**src/rtl/alu_seq_pkg.sv**
```systemverilog
// Shared types and constants for the arithmetic-unit command sequencer.
package alu_seq_pkg;

   localparam int OP_W  = 3;
   localparam int RES_W = 6;

   localparam logic [1:0] SEL_ADD = 2'b00;
   localparam logic [1:0] SEL_SUB = 2'b01;
   localparam logic [1:0] SEL_MUL = 2'b10;
   localparam logic [1:0] SEL_DIV = 2'b11;

   typedef enum logic [1:0] {
      IDLE,
      ISSUE,
      RESULT
   } state_t;

   typedef struct packed {
      logic [OP_W-1:0] a;
      logic [OP_W-1:0] b;
      logic [1:0]      sel;
   } cmd_t;

endpackage

```
**src/rtl/alu_op_sequencer_fifo.sv**
```systemverilog
// Command FIFO: storage, wrap-bit pointers, full/empty flags and occupancy.
module alu_cmd_fifo #(
   parameter int DEPTH  = 4,
   parameter int DATA_W = 8
) (
   input  logic                       clk,
   input  logic                       rst_n,
   input  logic                       clear,
   input  logic                       push,
   input  logic                       pop,
   input  logic [DATA_W-1:0]          wr_data,
   output logic [DATA_W-1:0]          rd_data,
   output logic                       full,
   output logic                       empty,
   output logic [$clog2(DEPTH):0]     level
);
   import alu_seq_pkg::*;

   localparam int AW = $clog2(DEPTH);

   logic [AW:0]       wr_ptr_q, wr_ptr_d;
   logic [AW:0]       rd_ptr_q, rd_ptr_d;
   logic [DATA_W-1:0] mem_q [DEPTH];
   logic              do_push, do_pop;

   assign full    = (wr_ptr_q[AW] != rd_ptr_q[AW]) && (wr_ptr_q[AW-1:0] == rd_ptr_q[AW-1:0]);
   assign empty   = (wr_ptr_q == rd_ptr_q);
   assign level   = wr_ptr_q - rd_ptr_q;
   assign rd_data = mem_q[rd_ptr_q[AW-1:0]];
   assign do_push = push && !full && !clear;
   assign do_pop  = pop && !empty && !clear;

   always_comb begin
      wr_ptr_d = wr_ptr_q;
      rd_ptr_d = rd_ptr_q;
      if (clear) begin
         wr_ptr_d = '0;
         rd_ptr_d = '0;
      end else begin
         if (do_push) wr_ptr_d = wr_ptr_q + (AW+1)'(1);
         if (do_pop)  rd_ptr_d = rd_ptr_q + (AW+1)'(1);
      end
   end

   always_ff @(posedge clk or negedge rst_n) begin
      if (!rst_n) begin
         wr_ptr_q <= '0;
         rd_ptr_q <= '0;
      end else begin
         wr_ptr_q <= wr_ptr_d;
         rd_ptr_q <= rd_ptr_d;
      end
   end

   // Storage needs no reset: entries are only read after being written.
   always_ff @(posedge clk) begin
      if (do_push) mem_q[wr_ptr_q[AW-1:0]] <= wr_data;
   end

endmodule

```
**src/rtl/alu_op_sequencer.sv**
```systemverilog
// Issues buffered commands to an external arithmetic unit one at a time and
// holds each result in a valid/ready output register.
module alu_op_sequencer #(
   parameter int DEPTH = 4,
   parameter int OP_W  = 3,
   parameter int RES_W = 6
) (
   input  logic                      clk,
   input  logic                      rst_n,
   input  logic                      clear,
   input  logic                      cmd_valid,
   output logic                      cmd_ready,
   input  logic [OP_W-1:0]           cmd_a,
   input  logic [OP_W-1:0]           cmd_b,
   input  logic [1:0]                cmd_sel,
   output logic [OP_W-1:0]           alu_a,
   output logic [OP_W-1:0]           alu_b,
   output logic [1:0]                alu_sel,
   input  logic [RES_W-1:0]          alu_result,
   output logic                      res_valid,
   input  logic                      res_ready,
   output logic [RES_W-1:0]          res_data,
   output logic [1:0]                res_sel,
   output logic                      res_divzero,
   output logic                      drop_sticky,
   output logic [$clog2(DEPTH):0]    level
);
   import alu_seq_pkg::*;

   localparam int CMD_W = 2*OP_W + 2;

   state_t             state_q, state_d;
   logic [OP_W-1:0]    alu_a_q, alu_a_d, alu_b_q, alu_b_d;
   logic [1:0]         alu_sel_q, alu_sel_d;
   logic               res_valid_q, res_valid_d;
   logic [RES_W-1:0]   res_data_q, res_data_d;
   logic [1:0]         res_sel_q, res_sel_d;
   logic               res_divzero_q, res_divzero_d;
   logic               drop_sticky_q, drop_sticky_d;

   logic               fifo_full, fifo_empty, pop;
   logic [CMD_W-1:0]   fifo_rd_data;
   logic               div_by_zero;

   alu_cmd_fifo #(
      .DEPTH  (DEPTH),
      .DATA_W (CMD_W)
   ) u_fifo (
      .clk     (clk),
      .rst_n   (rst_n),
      .clear   (clear),
      .push    (cmd_valid),
      .pop     (pop),
      .wr_data ({cmd_a, cmd_b, cmd_sel}),
      .rd_data (fifo_rd_data),
      .full    (fifo_full),
      .empty   (fifo_empty),
      .level   (level)
   );

   assign div_by_zero = (alu_sel_q == SEL_DIV) && (alu_b_q == '0);

   // Clear overrides the FSM step, so a pop decided this cycle is cancelled too.
   always_comb begin
      state_d       = state_q;
      alu_a_d       = alu_a_q;
      alu_b_d       = alu_b_q;
      alu_sel_d     = alu_sel_q;
      res_valid_d   = res_valid_q;
      res_data_d    = res_data_q;
      res_sel_d     = res_sel_q;
      res_divzero_d = res_divzero_q;
      drop_sticky_d = drop_sticky_q || (cmd_valid && fifo_full);
      pop           = 1'b0;

      case (state_q)
         IDLE: begin
            if (!fifo_empty) begin
               pop     = 1'b1;
               state_d = ISSUE;
            end
         end
         ISSUE: begin
            res_data_d    = div_by_zero ? '0 : alu_result;
            res_sel_d     = alu_sel_q;
            res_divzero_d = div_by_zero;
            res_valid_d   = 1'b1;
            state_d       = RESULT;
         end
         RESULT: begin
            if (res_ready) begin
               res_valid_d = 1'b0;
               if (!fifo_empty) begin
                  pop     = 1'b1;
                  state_d = ISSUE;
               end else begin
                  state_d = IDLE;
               end
            end
         end
         default: state_d = IDLE;
      endcase

      if (clear) begin
         state_d       = IDLE;
         res_valid_d   = 1'b0;
         res_divzero_d = 1'b0;
         drop_sticky_d = 1'b0;
         pop           = 1'b0;
      end

      if (pop) {alu_a_d, alu_b_d, alu_sel_d} = fifo_rd_data;
   end

   always_ff @(posedge clk or negedge rst_n) begin
      if (!rst_n) begin
         state_q       <= IDLE;
         alu_a_q       <= '0;
         alu_b_q       <= '0;
         alu_sel_q     <= '0;
         res_valid_q   <= 1'b0;
         res_data_q    <= '0;
         res_sel_q     <= '0;
         res_divzero_q <= 1'b0;
         drop_sticky_q <= 1'b0;
      end else begin
         state_q       <= state_d;
         alu_a_q       <= alu_a_d;
         alu_b_q       <= alu_b_d;
         alu_sel_q     <= alu_sel_d;
         res_valid_q   <= res_valid_d;
         res_data_q    <= res_data_d;
         res_sel_q     <= res_sel_d;
         res_divzero_q <= res_divzero_d;
         drop_sticky_q <= drop_sticky_d;
      end
   end

   assign cmd_ready   = !fifo_full;
   assign alu_a       = alu_a_q;
   assign alu_b       = alu_b_q;
   assign alu_sel     = alu_sel_q;
   assign res_valid   = res_valid_q;
   assign res_data    = res_data_q;
   assign res_sel     = res_sel_q;
   assign res_divzero = res_divzero_q;
   assign drop_sticky = drop_sticky_q;

endmodule

```
**config.mk**
```make
export PLATFORM = sky130hd
export DESIGN_NAME = alu_op_sequencer
export DESIGN_NICKNAME = d
export VERILOG_FILES = /design/src/rtl/alu_seq_pkg.sv /design/src/rtl/alu_op_sequencer_fifo.sv /design/src/rtl/alu_op_sequencer.sv
export SDC_FILE = /design/constraint.sdc
export NUM_CORES = 1
export LEC_CHECK = 0
export ABC_CLOCK_PERIOD_IN_PS = 4150
export CAP_MARGIN = 25
export CORE_ASPECT_RATIO = 1.25
export CORE_MARGIN = 2
export CORE_UTILIZATION = 55
export DETAILED_ROUTE_END_ITERATION = 16
export PLACE_DENSITY = 0.83
export SLEW_MARGIN = 20
export SYNTH_ARGS = -nofsm -noshare
export SYNTH_HDL_FRONTEND = slang
export SYNTH_SLANG_ARGS = --single-unit
```
**constraint.sdc**
```tcl
create_clock -name clk -period 4.15 [get_ports clk]
set_input_delay 0.83 -clock clk [delete_from_list [all_inputs] [get_ports clk]]
set_output_delay 0.83 -clock clk [all_outputs]
set_load 0.05 [all_outputs]
```
==> summary.md <==
| Metric | Value |
|---|---|
| Post-route setup slack | 0.685 ns |
| DIE AREA | 5140 sq um |
| Top FF cell, synth | edfxtp_1 |
| Most common cell in the netlist | edfxtp_1 |
| Synth async-reset ratio | 0.458 |
| Clock buffer depth | 2 |
| Sequential cell area fraction in the yosys report | 0.649 |
| Final hold slack | 0.487 ns |
| VDD IR max | 0.382 mV |
| Reg clk slew, reported paths | 0.06 ns |
| Worst EP required | 3.32 ns |
| DR vias | 1574 |
| Final WL | 4.67 mm |
| Clk_lat worst skew | 0.32 ns |
| Aggregate global routing overflow | 0 |
| Gate Count Post-Synth | 169 |
| Actual slew at the worst max-slew pin | 0.672 ns |
| Min Tclk post-route | 3.46 ns |
| Maximum clock frequency | 289 MHz |
| Area Growth Syn to Fin | 25.5% |
| Post-DP HPWL | 3.21 mm |
| 1st-pass router iterations | 4 |
| IO Pins | 42 |
| Worst hold path class | flip-flop to flip-flop |
| Postcts setup bufs | 0 |
| Yosys top cell by area | edfxtp_1 |
| # rows | 27 |
| Remaining DRCs | 0 |
| Bufs and invs on worst path | 1 |
| Post-CTS Hold Fix Bufs | 0 |
| Crit path max-delay family | buffers and inverters |
| Slowest cell delay on critical path | 0.82 ns |
| I/O Buffers | 41 |
| Die H | 79.7 um |
| CTS tree | yes |
| DRT antenna net count | 0 |
| Synth Area per Inst | 14.9 sq um |
| Post-CTS resize count | 0 |
| Worst path slowest cell | clkdlybuf4s50_1 |
| Yosys warning count | 0 |
| Setup WS pre-CTS | 0.982 ns |
| Endpoints failing hold | 0 |
| Yosys top cell area share | 0.381 |
| H-Tree Depth | 3 |
| Global-route wire length before repair | 7.51 mm |
| Worst slew margin | 0.548 |
| CTS sink count | 59 |
| Setup repair after global routing missed its margin | false |
| Critical Path Start Type | flip-flop |
| Initial Util | 0.574 |
| Setup TNS | 0 ns |
| Clock Skews | 0.00844 ns |
| Worst path arrival time | 2.63 ns |
| Library cells used by synthesis | 36 |
| Chip Width | 64.5 um |
| Synth top cells by count | edfxtp_1 (32), dfrtp_1 (27), nand2_1 (23) |
| Routed len/inst | 16.7 um |
| Max FO, Critical Path | 12 |
| Nets@finish | 243 |
| Max-capacitance violation count | 0 |
| Global Route Usage Sum | 0.201 |
| Leak | 1.26 nW |
| Number of global-route vias before repair | 1571 |
| Synthesized area | 2520 sq um |
| Layout cells sized above 1 | 0.149 |
| Crit path cell chain | ha_1 > fa_1 > xnor2_1 > clkdlybuf4s50_1 |
| Antenna cell count | 0 |
| Syn nets | 196 |
| Power Dens Cells | 722 nW/um^2 |
| Outcome | completed |
| Synth top area cells | edfxtp_1 (38%), dfrtp_1 (27%), mux4_2 (7.1%) |
| DRT iter0 DRCs | 57 |
| Final slew viol count | 0 |
| Post-synth EDFFs | 32 |
| Largest net degree at the start of global routing | 28 |
| CTS Root Cell | clkbuf_8 |
| CTS buffer count | 9 |
| Final period util | 0.835 |
| Synth Register Bits | 59 |
| Crit Path Class | flip-flop to output port |
| CP Capture Type | output port |
| Gpl congestion | 0.776 |
| Core ar. | 4390 sq um |
| Endpoints failing setup | 0 |
| Antenna violations before repair | 0 |
| DR vias/cell | 5.64 |
==> report_power, final <==
part,internal [mW],total [mW],switching [mW]
Sequential,0.731,0.842,0.111
Combinational,0.394,0.973,0.579
Clock,0.267,0.469,0.202
Total,1.39,2.28,0.893
==> through the flow <==
step	power [mW]	util	instance area, sq um	cells
floorplan	1.53	-	2520	169
global placement	1.80	0.678	2980	263
detailed placement	1.83	0.678	2980	263
CTS	2.30	0.720	3160	279
global route	2.39	0.720	3160	279
finish	2.28	0.720	3160	279
==> cell type report <==
class | instances | area [sq um]
inverters | 9 | 33.8
fillers | 298 | 1230
clock inverters | 2 | 8.76
well taps | 58 | 72.6
flip-flops and latches | 59 | 1640
multi-input cells | 95 | 818
clock buffers | 14 | 174
repair buffers | 42 | 418
==> worst reg2reg max path, cell delays in order, from the launching register on <==
cell      delay [ns]
dfrtp_1         0.74
ha_1            0.37
and2_0          0.24
a21boi_0        0.58
and3_1          0.55
==> metal layers <==
metal  GRT usage  share of wire  up-vias
met5           0              0        -
met4       0.109          0.020        0
met2       0.339           0.52       51
li1            -              -      714
met3      0.0395          0.046       10
met1       0.244           0.42      799
==> cells in the final DEF (no fill, tap or decap), types with 7 or more instances in the layout <==
cell             count
o21ai_0              7
clkbuf_8            10
clkdlybuf4s50_1     41
edfxtp_1            32
mux4_2               8
nor2_1               7
mux2_4               8
dfrtp_1             27
nand2_1             23
ha_1                 7
inv_1                9
==> cells by family (layout without fill, tap and decap cells) <==
group,count (synthesis),in the layout,share of synthesized area
adder cells (fa/ha/maj),8,8,0.0427
AND/OR/NAND/NOR,45,45,0.0839
buffers and inverters,15,67,0.0258
flip-flops,59,59,0.649
XOR/XNOR,3,3,0.0104
AO/OA/AOI/OAI,19,19,0.0511
multiplexers,20,20,0.137
==> flip-flops by register name, summed over array words and instances (netlist names) <==
| name | count |
|---|---|
| alu_a | 3 |
| alu_b | 3 |
| alu_sel | 2 |
| drop_sticky | 1 |
| res_data | 6 |
| res_divzero | 1 |
| res_sel | 2 |
| res_valid | 1 |
| state_q | 2 |
| u_fifo.mem_q | 32 |
| u_fifo.rd_ptr_q | 3 |
| u_fifo.wr_ptr_q | 3 |
==> final timing paths <==
path | startpoint | end | slack, ns | depth (start not counted)
max in group asynchronous | rst_n | u_fifo.wr_ptr_q[0]$_DFFE_PN0P_ | 2.99 | 2
min reg2reg | res_sel[0]$_DFFE_PN0P_ | res_sel[0]$_DFFE_PN0P_ | 0.49 | 2
min | res_sel[0]$_DFFE_PN0P_ | res_sel[0]$_DFFE_PN0P_ | 0.49 | 2
max reg2reg | u_fifo.rd_ptr_q[0]$_DFFE_PN0P_ | u_fifo.mem_q[2][5]$_DFFE_PP_ | 1.31 | 4
max | u_fifo.rd_ptr_q[0]$_DFFE_PN0P_ | level[2] | 0.69 | 4
min in group asynchronous | rst_n | state_q[0]$_DFFE_PN0P_ | 0.89 | 2
Power figures use the tool's default switching activity.
